==> config.mk <==
export PLATFORM = sky130hd
export DESIGN_NAME = game_arena_flat
export DESIGN_NICKNAME = d
export VERILOG_FILES = /design/src/rtl/game_pkg.sv /design/src/rtl/game_arena_if.sv /design/src/rtl/game_counter.sv /design/src/rtl/game_arena.sv /design/src/flat_wrapper.sv
export SDC_FILE = /design/constraint.sdc
export NUM_CORES = 1
export LEC_CHECK = 0
export BUFFER_PORTS_ARGS = -buffer_cell sky130_fd_sc_hd__buf_2
export CORE_UTILIZATION = 47
export CTS_BUF_LIST = sky130_fd_sc_hd__clkbuf_4
export DETAILED_ROUTE_END_ITERATION = 6
export GPL_TIMING_DRIVEN = 1
export PLACE_DENSITY = 0.82
export SYNTH_ARGS = -nofsm -noshare
export SYNTH_HDL_FRONTEND = slang
export SYNTH_SLANG_ARGS = --single-unit
==> constraint.sdc <==
create_clock -name clk -period 2.2 [get_ports clk]
set_input_delay 0.33 -clock clk [delete_from_list [all_inputs] [get_ports clk]]
set_output_delay 0.33 -clock clk [all_outputs]
set_load 0.01 [all_outputs]
==> src/rtl/game_pkg.sv <==
// Shared types for the counter game: player mode command, result owner, FSM states.
package game_pkg;

    typedef enum logic [1:0] {
        UP_1   = 2'd0,
        UP_2   = 2'd1,
        DOWN_1 = 2'd2,
        DOWN_2 = 2'd3
    } mode_e;

    typedef enum logic [1:0] {
        WHO_NONE   = 2'd0,
        WHO_LOSER  = 2'd1,
        WHO_WINNER = 2'd2
    } who_e;

    typedef enum logic [1:0] {
        INIT_S   = 2'd0,
        ROUND    = 2'd1,
        GAMEOVER = 2'd2
    } state_e;

endpackage

==> src/rtl/game_arena_if.sv <==
// Player-side command inputs and score/display outputs of game_arena.
interface game_arena_if
    import game_pkg::*;
#(
    parameter int WIDTH   = 4,
    parameter int SCORE_W = 4
) ();

    logic               INIT;
    logic [WIDTH-1:0]   val;
    mode_e              CTRL;
    logic               ACK;
    logic [WIDTH-1:0]   count;
    logic               LOSER;
    logic               WINNER;
    logic               GAMEOVER;
    who_e               WHO;
    logic [SCORE_W-1:0] loser_score;
    logic [SCORE_W-1:0] winner_score;

    modport master (
        output INIT, val, CTRL, ACK,
        input  count, LOSER, WINNER, GAMEOVER, WHO, loser_score, winner_score
    );

    modport slave (
        input  INIT, val, CTRL, ACK,
        output count, LOSER, WINNER, GAMEOVER, WHO, loser_score, winner_score
    );

endinterface

==> src/rtl/game_counter.sv <==
// WIDTH-bit load/step counter; load beats step. GAME_SATURATE_EN clamps at 0 / all-ones
// instead of wrapping.
module game_counter
    import game_pkg::*;
#(
    parameter int WIDTH = 4
) (
    input  logic             clk,
    input  logic             rst,
    input  logic             clr,
    input  logic             en,
    input  logic             load,
    input  logic [WIDTH-1:0] val,
    input  mode_e            ctrl,
    output logic [WIDTH-1:0] count
);

    logic [WIDTH-1:0] count_q, count_d;
    logic [WIDTH-1:0] step;
    logic [WIDTH-1:0] stepped;
    logic             up;

    always_comb begin
        step = (ctrl == UP_2 || ctrl == DOWN_2) ? WIDTH'(2) : WIDTH'(1);
        up   = (ctrl == UP_1 || ctrl == UP_2);
`ifdef GAME_SATURATE_EN
        stepped = '0;
        if (up) begin
            stepped = (count_q > ('1 - step)) ? '1 : count_q + step;
        end else begin
            stepped = (count_q < step) ? '0 : count_q - step;
        end
`else
        stepped = up ? count_q + step : count_q - step;
`endif
    end

    always_comb begin
        count_d = count_q;
        if (clr) begin
            count_d = '0;
        end else if (en) begin
            count_d = load ? val : stepped;
        end
    end

    always_ff @(posedge clk) begin
        if (rst) begin
            count_q <= '0;
        end else begin
            count_q <= count_d;
        end
    end

    assign count = count_q;

endmodule

==> src/rtl/game_arena.sv <==
// Counter game top: round FSM, loser/winner edge scoring and GAMEOVER hold until ACK.
// Optional GAME_SATURATE_EN (in game_counter) selects clamping instead of wrap.
module game_arena
    import game_pkg::*;
#(
    parameter int WIDTH     = 4,
    parameter int WIN_SCORE = 15,
    parameter int SCORE_W   = $clog2(WIN_SCORE + 1)
) (
    input logic         clk,
    input logic         rst,
    game_arena_if.slave bus
);

    localparam logic [SCORE_W-1:0] WIN_VAL = SCORE_W'(WIN_SCORE);

    state_e             state_q, state_d;
    who_e               who_q, who_d;
    logic [SCORE_W-1:0] loser_score_q, loser_score_d;
    logic [SCORE_W-1:0] winner_score_q, winner_score_d;
    logic               prev_loser_q, prev_loser_d;
    logic               prev_winner_q, prev_winner_d;
    logic               clear;
    logic [WIDTH-1:0]   count;
    logic               loser, winner;
    logic               loser_ev, winner_ev;

    game_counter #(.WIDTH(WIDTH)) u_counter (
        .clk   (clk),
        .rst   (rst),
        .clr   (clear),
        .en    (state_q == ROUND),
        .load  (bus.INIT),
        .val   (bus.val),
        .ctrl  (bus.CTRL),
        .count (count)
    );

    assign loser     = (count == '0);
    assign winner    = (count == '1);
    assign loser_ev  = loser & ~prev_loser_q;
    assign winner_ev = winner & ~prev_winner_q;

    always_comb begin
        state_d        = state_q;
        who_d          = who_q;
        loser_score_d  = loser_score_q;
        winner_score_d = winner_score_q;
        prev_loser_d   = loser;
        prev_winner_d  = winner;
        clear          = 1'b0;
        case (state_q)
            INIT_S: begin
                clear   = 1'b1;
                state_d = ROUND;
            end
            ROUND: begin
                if (loser_ev) begin
                    loser_score_d = loser_score_q + 1'b1;
                    if (loser_score_d == WIN_VAL) begin
                        state_d = GAMEOVER;
                        who_d   = WHO_LOSER;
                    end
                end else if (winner_ev) begin
                    winner_score_d = winner_score_q + 1'b1;
                    if (winner_score_d == WIN_VAL) begin
                        state_d = GAMEOVER;
                        who_d   = WHO_WINNER;
                    end
                end
            end
            GAMEOVER: begin
                if (bus.ACK) begin
                    clear   = 1'b1;
                    state_d = INIT_S;
                end
            end
            default: state_d = INIT_S;
        endcase
        // Leaving GAMEOVER lands in INIT_S already showing reset-like outputs.
        if (clear) begin
            who_d          = WHO_NONE;
            loser_score_d  = '0;
            winner_score_d = '0;
            prev_loser_d   = 1'b1;
            prev_winner_d  = 1'b1;
        end
    end

    always_ff @(posedge clk) begin
        if (rst) begin
            state_q        <= INIT_S;
            who_q          <= WHO_NONE;
            loser_score_q  <= '0;
            winner_score_q <= '0;
            prev_loser_q   <= 1'b1;
            prev_winner_q  <= 1'b1;
        end else begin
            state_q        <= state_d;
            who_q          <= who_d;
            loser_score_q  <= loser_score_d;
            winner_score_q <= winner_score_d;
            prev_loser_q   <= prev_loser_d;
            prev_winner_q  <= prev_winner_d;
        end
    end

    assign bus.count        = count;
    assign bus.LOSER        = loser;
    assign bus.WINNER       = winner;
    assign bus.GAMEOVER     = (state_q == GAMEOVER);
    assign bus.WHO          = who_q;
    assign bus.loser_score  = loser_score_q;
    assign bus.winner_score = winner_score_q;

endmodule

==> src/flat_wrapper.sv <==
// flat-port wrapper written by rule: the top's interface ports become plain ports
module game_arena_flat import game_pkg::*;
#(
    parameter int WIDTH     = 4,
    parameter int WIN_SCORE = 15,
    parameter int SCORE_W   = $clog2(WIN_SCORE + 1)
)
  (clk, rst, bus_INIT, bus_val, bus_CTRL, bus_ACK, bus_count, bus_LOSER, bus_WINNER, bus_GAMEOVER, bus_WHO, bus_loser_score, bus_winner_score);
  game_arena_if #(.WIDTH(WIDTH), .SCORE_W(SCORE_W)) bus_i ();
  input logic clk;
  input logic rst;
  input wire logic [$bits(bus_i.INIT)-1:0] bus_INIT;
  input wire logic [$bits(bus_i.val)-1:0] bus_val;
  input wire logic [$bits(bus_i.CTRL)-1:0] bus_CTRL;
  input wire logic [$bits(bus_i.ACK)-1:0] bus_ACK;
  output wire logic [$bits(bus_i.count)-1:0] bus_count;
  output wire logic [$bits(bus_i.LOSER)-1:0] bus_LOSER;
  output wire logic [$bits(bus_i.WINNER)-1:0] bus_WINNER;
  output wire logic [$bits(bus_i.GAMEOVER)-1:0] bus_GAMEOVER;
  output wire logic [$bits(bus_i.WHO)-1:0] bus_WHO;
  output wire logic [$bits(bus_i.loser_score)-1:0] bus_loser_score;
  output wire logic [$bits(bus_i.winner_score)-1:0] bus_winner_score;
  assign bus_i.INIT = bus_INIT;
  assign bus_i.val = bus_val;
  assign bus_i.CTRL = bus_CTRL;
  assign bus_i.ACK = bus_ACK;
  assign bus_count = bus_i.count;
  assign bus_LOSER = bus_i.LOSER;
  assign bus_WINNER = bus_i.WINNER;
  assign bus_GAMEOVER = bus_i.GAMEOVER;
  assign bus_WHO = bus_i.WHO;
  assign bus_loser_score = bus_i.loser_score;
  assign bus_winner_score = bus_i.winner_score;
  game_arena #(.WIDTH(WIDTH), .WIN_SCORE(WIN_SCORE), .SCORE_W(SCORE_W)) u_core (.clk(clk), .rst(rst), .bus(bus_i));
endmodule
# Word-level counts from Yosys, hierarchy flattened
# Cells that the tools add are included.
dict set report totals {
  in_bits 10
  out_inout_bits 17
  ff_bits 18
  word_cells 53
}
dict set report classes {
  n_mux 13
  n_reduce_logical 12
  eq_ne 12
  bitwise 5
  n_addsub 4
}
# op count
set ops {}
lappend ops {{2-bit 2-to-1 mux} 8}
lappend ops {{4-bit == test, second input constant} 3}
lappend ops {{4-bit by 1-bit adder with 4-bit output, second input constant} 2}
lappend ops {{4-bit 2-to-1 mux} 2}
lappend ops {{4-bit AND reduction} 2}
lappend ops {{3-bit by 1-bit != test with 1-bit output, second input constant} 2}
lappend ops {{2-bit case mux with 3 select lines} 1}
lappend ops {{4-bit by 2-bit adder with 4-bit output} 1}
lappend ops {{2-bit by 1-bit == test with 1-bit output, second input constant} 2}
lappend ops {{2-bit == test, second input constant} 2}
lappend ops {{2-bit logical NOT} 2}
lappend ops {{4-bit logical NOT} 1}
lappend ops {{2-bit != test, second input constant} 2}
lappend ops {{2-bit nonzero test} 2}
lappend ops {{4-bit by 2-bit subtractor with 4-bit output} 1}
lappend ops {{3-bit != test, second input constant} 1}
lappend ops {{1-bit NOT} 3}
lappend ops {{3-bit AND reduction} 1}
lappend ops {{1-bit bitwise AND} 2}
lappend ops {{1-bit logical OR} 2}
lappend ops {{1-bit case mux with 2 select lines} 1}
lappend ops {{2-bit AND reduction} 1}
lappend ops {{2-bit OR reduction} 1}
lappend ops {{1-bit 2-to-1 mux} 1}

# Longest topological paths before layout
# Gate-level depths: netlist (run 1).
dict set report depth {
  depth_word 6
  depth_mapped 7
  ltp_nobuf 7
}

# By module
# A second synthesis (run 1) with hierarchy kept.
dict set report hier_totals {
  hier_cells 118
  hier_area_um2 1072.3
}
# mod area_each_um2 seq_area_each_um2 cells_each n_inst
set by_module_without_submodules {}
lappend by_module_without_submodules {game_arena 720.7 280.3 80 1}
lappend by_module_without_submodules {game_counter 351.6 80.1 38 1}

# Worst setup path before layout (run 1)
# No wires, ideal clock.
dict set report synth_path {
  kind {input to register}
  startpoint {input port bus_CTRL[0]}
  endpoint {register u_core.u_counter.count_q[3] (netlist: u_core.u_counter.count[3])}
  arrival_time_ns 1.742
  stages 7
  path_slack_ns 0.362
  n_path_buf 0
  path_cell_list {or2_2 > ha_1 > a21o_1 > a21oi_1 > xor2_1 > o22ai_1 > a221oi_1}
}
dict set report synth_via {
  elab_chain_cells 6
  word_cells_on_any_way 10
  cone_classes {add/sub: 2; eq/ne: 2; mux: 3; reduce/logical: 3}
}
# element line
set synth_rtl {}
lappend synth_rtl {{from (decl)} flat_wrapper.sv:14} ;# input wire logic [$bits(bus_i.CTRL)-1:0] bus_CTRL;
lappend synth_rtl {{2-bit by 1-bit == test with 1-bit output or 2-bit == test (tied branches)} {game_counter.sv:24, game_counter.sv:25}}
lappend synth_rtl {{1-bit logical OR} game_counter.sv:24} ;# step = (ctrl == UP_2 || ctrl == DOWN_2) ? WIDTH'(2) : WIDTH'(1);
lappend synth_rtl {{2-bit 2-to-1 mux} game_counter.sv:24}
lappend synth_rtl {{4-bit by 2-bit subtractor with 4-bit output or 4-bit by 2-bit adder with 4-bit output (tied branches)} game_counter.sv:34} ;# stepped = up ? count_q + step : count_q - step;
lappend synth_rtl {{4-bit 2-to-1 mux *} game_counter.sv:34}
lappend synth_rtl {{4-bit 2-to-1 mux *} game_counter.sv:43} ;# count_d = load ? val : stepped;
lappend synth_rtl {{to (signal assigned)} game_counter.sv:51} ;# count_q <= count_d;
lappend synth_rtl {{to (decl)} game_counter.sv:18} ;# logic [WIDTH-1:0] count_q, count_d;
# Every way passes the cells marked *; elsewhere a longest branch is shown, timed or not.
# A chain may end at the register's enable or synchronous reset.

# Worst setup path after layout (run 1)
dict set report layout_path {
  startpoint {register u_core.u_counter.count_q[2] (netlist: u_core.u_counter.count[2])}
  endpoint {output port bus_LOSER}
}
dict set report layout_via {
  elab_chain_cells 1
}
# element line
set layout_rtl {}
lappend layout_rtl {{4-bit logical NOT} game_arena.sv:39} ;# assign loser = (count == '0);
lappend layout_rtl {{to (decl)} flat_wrapper.sv:17} ;# output wire logic [$bits(bus_i.LOSER)-1:0] bus_LOSER;
# Every way passes these cells.

==> results of run 1 <==
cell usage after synthesis:
cell,n
clkbuf_1,3
ha_1,7
dfxtp_1,18
o21ai_0,2
nor4_2,1
nand4b_1,1
nor2_1,13
nor2_2,2
inv_1,8
nor3_1,2
o22ai_1,1
nand2_1,12
a21oi_1,4
and3_1,1
a221oi_1,1
o21bai_1,2
nand3_1,1
nor2b_1,7
xnor2_1,3
nor3_4,1
nand2b_1,2
o2bb2ai_2,1
fa_1,1
or2_2,1
nor3b_1,1
a21o_1,2
or2b_1,1
a211oi_1,6
mux2i_1,3
nand4_1,2
or4_4,1
nor4_1,2
xor2_1,5
or3_1,1
nor3_2,1
power groups by stage:
stage | Combinational (mW) | Sequential (mW) | Clock (mW)
finish | 0.137 | 0.365 | 0.164
floorplan | 0.0903 | 0.373 | 0
global placement | 0.133 | 0.371 | 0
global route | 0.152 | 0.369 | 0.184
CTS | 0.139 | 0.365 | 0.170
detailed placement | 0.139 | 0.372 | 0
stage by stage:
step           power (mW)  utilization [%]  cells  hold WS, ns
6_report            0.667             60.6    175        0.273
5_1_grt             0.705             60.6    175        0.267
4_1_cts             0.674             60.6    175        0.261
3_5_place_dp        0.511             59.3    171        0.526
3_3_place_gp        0.503             59.3    171        0.502
2_1_floorplan       0.463                -    120        0.409
kinds of logic (layout without fill, tap and decap cells):
family                     after synthesis  after routing  synth area share [%]
buffers and inverters                   11             39                  3.97
adders and majority gates                8              8                  10.3
and+or+nand+nor                         53             53                  28.4
DFF                                     18             18                  34.7
xor gates and xnor gates                 8              8                  6.74
AOI/OAI and AO/OA                       19             19                  13.0
muxes                                    3              3                  2.89
routing by layer:
layer / GRT usage, % / share of wire [%] / vias to the layer above / wire (um)
li1: - / - / 472 / -
met1: 21.9 / 43 / 446 / 905
met3: 4.05 / 3.6 / 2 / 76
met2: 38.7 / 52 / 21 / 1100
met5: 0 / 0 / - / 0
met4: 5.88 / 0.57 / 0 / 12
cell type report:
| cell class | count | area share (%) |
|---|---|---|
| clock buffers | 3 | 1.84 |
| clock inverters | 1 | 0.306 |
| inverters | 8 | 2.45 |
| multi-input cells | 91 | 52.0 |
| flip-flops and latches | 18 | 29.4 |
| well taps | 27 | 2.76 |
| repair buffers | 27 | 11.2 |
worst paths after layout:
kind | slack [ns] | endpoint | from
setup / recovery | 0.41 | bus_LOSER | u_core.u_counter.count[2]
hold / removal | 0.27 | u_core.state_q[1] | rst
setup reg to reg | 0.43 | u_core.u_counter.count[3] | u_core.u_counter.count[1]
hold reg to reg | 0.53 | u_core.u_counter.count[3] | u_core.u_counter.count[3]
worst reg2reg max path: cells and delay by family, from the launching register on:
| family | cells | cell delay [ns] |
|---|---|---|
| AO/OA/AOI/OAI | 4 | 0.73 |
| flip-flops | 1 | 0.46 |
| adder cells (fa/ha/maj) | 1 | 0.28 |
| XOR/XNOR | 1 | 0.20 |
state kept, by name (all words and copies together), names as in the netlist:
| name | cells |
|---|---|
| u_core.u_counter.count | 4 |
| u_core.bus.winner_score | 4 |
| u_core.prev_loser_q | 1 |
| u_core.prev_winner_q | 1 |
| u_core.state_q | 2 |
| u_core.bus.loser_score | 4 |
| u_core.bus.WHO | 2 |
==> reports/results.ini, run 1 <==
[logic_synthesis]
yosysTopAreaCellShare_pct = 34.7
synth_cells = 120
ys_ff_latch = 18
synth_top_area_cell = dfxtp_1
ys_warn_count = 0
seq_area_frac_synth_pct = 34.7
synth_area_um2 = 1040
syn_nets = 138
synth_top_cells_by_area = dfxtp_1, ha_1, nor2_1
ys_types = 35
syn_area_per_cell_um2 = 8.66

[floorplanning]
io_pins = 27
die_h_um = 49.0
die_w_um = 49.0
initial_core_util_pct = 51.4
core_um2 = 2020
die-area_um2 = 2400
rows = 16

[worst_setup_path]
endpoint_kind = output port
crit_path_top_delay_cell = or4_4
cp_cell_sequence = or4_4 > inv_1 > buf_2
worst_ep_required_time_ns = 1.87
startpoint_type = register
cp.arrival_ns = 1.46
cp_top_family = simple AND/OR/NAND/NOR gates
cp_num_cells = 3
crit_type = reg -> out
cp_max_fo = 5
critical_path_buf_inv_count = 2
ff2ff_path_depth = 6
slowest_delay_ns = 0.59

[placed_design]
gp_congestion = 0.724
port_buffers = 26
placed_area_um2 = 1200
dpl.hpwl_mm = 1.63
post-place-ws_ns = 0.0942

[sta]
fin_skew_ns = 0.00415
slew_viol_final = 0
finalSetupViolCount = 0
slew-limit-headroom_pct = 58.1
final.setup.tns_ns = 0
hold_violations = 0
min_period_over_period_pct = 81.4
worst_slack_ns = 0.410
period_minus_slack_ns = 1.79
fmax_mhz = 559
tightest_slew_ns = 0.627
rsz0062_at_grt = no

[status]
status = complete, no violations

[grt]
track_usage_pct = 20.1
overflow = 0
antenna_found_initial = 0
grt_pass1_wl_mm = 3.77
grt_pass1_vias = 921
grt_max_degree = 18

[clocking]
cts.clk_slew.worst_paths_ns = 0.10
h-tree-depth = 1
cts_setup_buffers = 0
insertion_delay_ns = 0.28
ctsHoldBuffers = 0
cts_root_buf = clkbuf_4
post_cts_resized = 0
cts_tree = built
cts_buffers = 3
cts_buffer_depth = 2
cts.sinks = 18

[power]
ir_drop_mv = 0.462
combPwrFrac_pct = 20.6
powerDensity_nw_per_um2 = 544
power.leakage_nw = 0.562
p_sw_share_pct = 29.1
seq_power_share_pct = 54.8
power.share.clock_pct = 24.7
power_switching_mw = 0.194
internal-power_mw = 0.473

[cells_and_area]
multiInputGateArea_um2 = 638
seqCellArea_um2 = 360
drive_above_1_share_pct = 25.7
syn_to_final_growth_pct = 17.9
most-common-layout-cells = buf_2, dfxtp_1, nor2_1
nets = 167
antennaDiodeCount = 0
fin_area_um2 = 1230
nFillCells = 178
final_common_cell = buf_2

[route]
post_drt_wl_per_cell_um = 12.0
drtIter0Drc = 6
finalWirelength_mm = 2.09
drtAntennaViolNets = 0
avgViaCountPerCell = 5.38
remaining_drc_errors = 0
first_pass_iters = 4
vias = 941

[run]
maxCapViolations = 0

[min_path]
holdPathStages = 2
min_path_type = in -> reg

Power figures use the tool's default switching activity.
==> run 2, diff against run 1 <==
--- a/config.mk
+++ b/config.mk
@@ -10,7 +10,7 @@
 export CTS_BUF_LIST = sky130_fd_sc_hd__clkbuf_4
 export DETAILED_ROUTE_END_ITERATION = 6
 export GPL_TIMING_DRIVEN = 1
-export PLACE_DENSITY = 0.82
+export PLACE_DENSITY = 0.85
 export SYNTH_ARGS = -nofsm -noshare
 export SYNTH_HDL_FRONTEND = slang
 export SYNTH_SLANG_ARGS = --single-unit
==> constraint.sdc (replaced) <==
create_clock -name clk -period 1.44 [get_ports clk]
set_input_delay 0.216 -clock clk [delete_from_list [all_inputs] [get_ports clk]]
set_output_delay 0.216 -clock clk [all_outputs]
set_load 0.01 [all_outputs]
==> reports/results.ini, run 2 (same netlist as run 1, synthesis figures left out) <==
[sta]
period_minus_slack_ns = 1.66
finalSetupViolCount = 17
min_period_over_period_pct = 115
slew_viol_final = 0
tightest_slew_ns = 0.403
rsz0062_at_grt = yes
holdWs_ns = 0.116
fmax_mhz = 604
slew-limit-headroom_pct = 73.1
hold_violations = 0
fin_skew_ns = 0.0112
worst_slack_ns = -0.217

[route]
finalWirelength_mm = 2.97
first_pass_iters = 4
avgViaCountPerCell = 5.43
vias = 1097
drtIter0Drc = 31
drtAntennaViolNets = 0
remaining_drc_errors = 0
post_drt_wl_per_cell_um = 14.7

[clocking]
cts_root_buf = clkbuf_4
cts_buffer_depth = 2
h-tree-depth = 1
cts.clk_slew.worst_paths_ns = 0.12
cts_buffers = 3
insertion_delay_ns = 0.31
cts.sinks = 18
cts_tree = built
ctsHoldBuffers = 0

[worst_setup_path]
crit_path_top_delay_cell = or4_4
worst_ep_required_time_ns = 1.65
crit_type = reg -> reg
startpoint_type = register
slowest_delay_ns = 0.57
cp_max_fo = 4
critical_path_buf_inv_count = 0
cp_top_family = simple AND/OR/NAND/NOR gates
rr_startpoint = u_core.u_counter.count[2]
cp_cell_sequence = or4_4 > nor2_1 > nor4_1 > or3_1
ff2ff_setup_slack_ns = -0.22
timing.rr.end = u_core.state_q[0]
cp.arrival_ns = 1.86
ff2ff_path_depth = 4
endpoint_kind = register

[grt]
grt_pass1_wl_mm = 4.54
grt_pass1_vias = 1116
track_usage_pct = 24.9
grt_max_degree = 12
overflow = 0
antenna_found_initial = 0

[cells_and_area]
syn_to_final_growth_pct = 50.2
nets = 194
nFillCells = 146
finalNonFillerCells = 202
most-common-layout-cells = buf_2, buf_4, nor2_1
final_common_cell = buf_2
multiInputGateArea_um2 = 724
drive_above_1_share_pct = 47.4
seqCellArea_um2 = 375
antennaDiodeCount = 0
utilization_pct = 77.2

[power]
power.leakage_nw = 0.711
p_total_mw = 1.13
powerDensity_nw_per_um2 = 727
ir_drop_mv = 0.692

[floorplanning]
die_h_um = 49.0
io_pins = 27
die-area_um2 = 2400
rows = 16
initial_core_util_pct = 51.4
core_um2 = 2020
die_w_um = 49.0

[min_path]
min_to = u_core.state_q[1]
min_path_type = in -> reg
min_from = rst
holdPathStages = 2

[status]
violations = setup timing
status = complete, but fails checks

[placed_design]
post-place-ws_ns = -0.307
gp_congestion = 0.818
dp.cells = 190
dpl.hpwl_mm = 1.97
port_buffers = 26

[run]
maxCapViolations = 0

[run 2: cell types whose count changed in the layout (fill, tap and decap cells not counted), moves of 3 or more]
| cell | previous run | this run |
|---|---|---|
| ha_1 | 7 | 3 |
| buf_6 | 0 | 7 |
| dfxtp_1 | 18 | 12 |
| ha_4 | 0 | 3 |
| dfxtp_2 | 0 | 3 |
| buf_4 | 1 | 22 |
| dfxtp_4 | 0 | 3 |
[run 2: timing repair]
action	4_1_cts	5_1_grt
resized for setup	13	8
pin swaps	14	10
setup endpoints to repair	15	17
buffers inserted	6	3
[run 2: worst max-delay path by stage]
stage                                           end                      start  depth (start not counted)
after CTS                 u_core.bus.loser_score[0]  u_core.u_counter.count[2]                          5
after global routing      u_core.bus.loser_score[3]  u_core.u_counter.count[2]                          5
after floorplan           u_core.bus.loser_score[3]  u_core.u_counter.count[2]                          5
after detailed placement  u_core.u_counter.count[3]                bus_CTRL[0]                          8
final                             u_core.state_q[0]  u_core.u_counter.count[2]                          4
after global placement    u_core.u_counter.count[3]                bus_CTRL[0]                          8
[run 2: final cells by class]
class	instances	area share [%]
inverters	8	2.08
clock inverters	1	0.240
repair buffers	54	23.6
multi-input cells	91	46.4
well taps	27	2.16
flip-flops and latches	18	24.0
clock buffers	3	1.44
[run 2: per-stage QoR]
| stage | instance area (um^2) | setup TNS [ns] |
|---|---|---|
| after floorplan | 1070 | -0.608 |
| after global placement | 1380 | -1.33 |
| after detailed placement | 1380 | -2.02 |
| after CTS | 1510 | -1.80 |
| after global routing | 1560 | -3.38 |
| final | 1560 | -2.08 |
[run 2: per-layer routing]
layer  global-route usage (%)  share of wire, %  vias to the layer above
li1                         -                 -                      521
met4                     11.3               2.9                        0
met2                     47.5                55                       41
met1                     25.1                38                      524
met3                     5.92               4.6                       11
met5                        0                 0                        -
[run 2: where the power goes]
part | switching, mW | leakage, nW | internal [mW]
logic | 0.149 | 0.546 | 0.156
clock network | 0.176 | 0.0154 | 0.102
registers | 0.0289 | 0.150 | 0.523
==> run 3, diff against run 2 <==
--- a/config.mk
+++ b/config.mk
@@ -11,6 +11,7 @@
 export DETAILED_ROUTE_END_ITERATION = 6
 export GPL_TIMING_DRIVEN = 1
 export PLACE_DENSITY = 0.85
+export SKIP_CTS_REPAIR_TIMING = 1
 export SYNTH_ARGS = -nofsm -noshare
 export SYNTH_HDL_FRONTEND = slang
 export SYNTH_SLANG_ARGS = --single-unit
==> reports/results.ini, run 3 (same netlist as run 1, synthesis figures left out) <==
[cells_and_area]
final_common_cell = buf_2
seqCellArea_um2 = 373
most-common-layout-cells = buf_2, buf_4, nor2_1
multiInputGateArea_um2 = 707
drive_above_1_share_pct = 45.9
nets = 189
syn_to_final_growth_pct = 43.0
nFillCells = 161
finalNonFillerCells = 197
antennaDiodeCount = 0

[sta]
fmax_mhz = 589
slew_viol_final = 0
slew-limit-headroom_pct = 71.0
min_period_over_period_pct = 118
rsz0062_at_grt = yes
worst_slack_ns = -0.259
finalSetupViolCount = 15
hold_violations = 0
tightest_slew_ns = 0.435
fin_skew_ns = 0.0121
period_minus_slack_ns = 1.70

[placed_design]
dp.cells = 190
gp_congestion = 0.818
port_buffers = 26
dpl.hpwl_mm = 1.97

[route]
wl_met1_mm = 1.08
vias = 1062
routed.top_layer = met4
avgViaCountPerCell = 5.39
route.met3.wl_um = 114
drtIter0Drc = 13
post_drt_wl_per_cell_um = 13.7
drtAntennaViolNets = 0
remaining_drc_errors = 0
met2_length_mm = 1.42
first_pass_iters = 4
finalWirelength_mm = 2.70

[min_path]
min_from = rst
min_path_type = in -> reg
holdPathStages = 2
min_to = u_core.state_q[1]

[floorplanning]
die_w_um = 49.0
rows = 16
io_pins = 27
die_h_um = 49.0
core_um2 = 2020
die-area_um2 = 2400
initial_core_util_pct = 51.4

[grt]
grt_pass1_wl_mm = 4.20
grt_max_degree = 12
antenna_found_initial = 0
grt_pass1_vias = 1059
overflow = 0
track_usage_pct = 23.1

[clocking]
h-tree-depth = 1
cts.sinks = 18
cts_buffer_depth = 2
cts_tree = built
insertion_delay_ns = 0.31
cts_buffers = 3
cts_root_buf = clkbuf_4
cts.clk_slew.worst_paths_ns = 0.11

[worst_setup_path]
timing.rr.end = u_core.state_q[0]
startpoint_type = register
endpoint_kind = register
cp.arrival_ns = 1.90
cp_max_fo = 4
cp_cell_sequence = buf_4 > nand4_1 > inv_2 > nand4b_1 > o2bb2ai_2 > nor4_1 > or3_1
worst_ep_required_time_ns = 1.65
ff2ff_setup_slack_ns = -0.26
slowest_delay_ns = 0.38
rr_startpoint = u_core.u_counter.count[2]
ff2ff_path_depth = 7
crit_type = reg -> reg
crit_path_top_delay_cell = or3_1

[power]
p_sw_share_pct = 30.7
combPwrFrac_pct = 25.5
power_switching_mw = 0.341
powerDensity_nw_per_um2 = 748
internal-power_mw = 0.770
seq_power_share_pct = 49.9
power.leakage_nw = 0.679
p_total_mw = 1.11
ir_drop_mv = 0.665
power.share.clock_pct = 24.6

[run]
maxCapViolations = 0

[status]
status = complete, but fails checks
violations = setup timing

run 3: through the flow:
stage / setup WS (ns) / util (%) / cell area (um^2) / hold WS (ns) / TNS [ns]
after global placement: -0.240 / 68.1 / 1380 / 0.443 / -1.33
after detailed placement: -0.307 / 68.1 / 1380 / 0.456 / -2.02
final: -0.259 / 73.5 / 1490 / 0.120 / -2.13
after floorplan: -0.126 / - / 1070 / 0.295 / -0.608
after CTS: -0.251 / 69.4 / 1400 / 0.131 / -2.08
after global routing: -0.308 / 73.5 / 1490 / 0.125 / -3.28
run 3: layer usage:
metal	GRT usage, %	vias up
li1	-	514
met5	0	-
met4	9.80	0
met2	43.8	32
met1	23.8	506
met3	5.61	10
run 3: worst max path at each step:
stage	startpoint	endpoint	cells past startpoint
5_1_grt	u_core.u_counter.count[2]	u_core.state_q[0]	7
3_5_place_dp	bus_CTRL[0]	u_core.u_counter.count[3]	8
4_1_cts	u_core.u_counter.count[2]	u_core.bus.loser_score[0]	5
2_1_floorplan	u_core.u_counter.count[2]	u_core.bus.loser_score[3]	5
6_report	u_core.u_counter.count[2]	u_core.state_q[0]	7
3_3_place_gp	bus_CTRL[0]	u_core.u_counter.count[3]	8
run 3: power by group through the flow:
stage | Clock [mW] | Combinational (mW) | Sequential (mW)
6_report | 0.273 | 0.284 | 0.554
5_1_grt | 0.295 | 0.311 | 0.559
4_1_cts | 0.265 | 0.263 | 0.555
3_5_place_dp | 0 | 0.260 | 0.567
3_3_place_gp | 0 | 0.247 | 0.565
2_1_floorplan | 0 | 0.144 | 0.573
run 3: final cells by class:
| cell class | count | share of cell area (%) |
|---|---|---|
| timing repair buffer | 49 | 21.3 |
| sequential | 18 | 25.1 |
| clock buffer | 3 | 1.52 |
| inverter | 8 | 2.02 |
| clock inverter | 1 | 0.253 |
| multi-input combinational | 91 | 47.6 |
| tap | 27 | 2.27 |
run 3: worst max-delay path: cells and delay by family (launching register included):
kind	cells	cell delay, ns
AOI/OAI and AO/OA	1	0.16
buffers and inverters	2	0.25
DFF	1	0.36
and+or+nand+nor	4	0.82
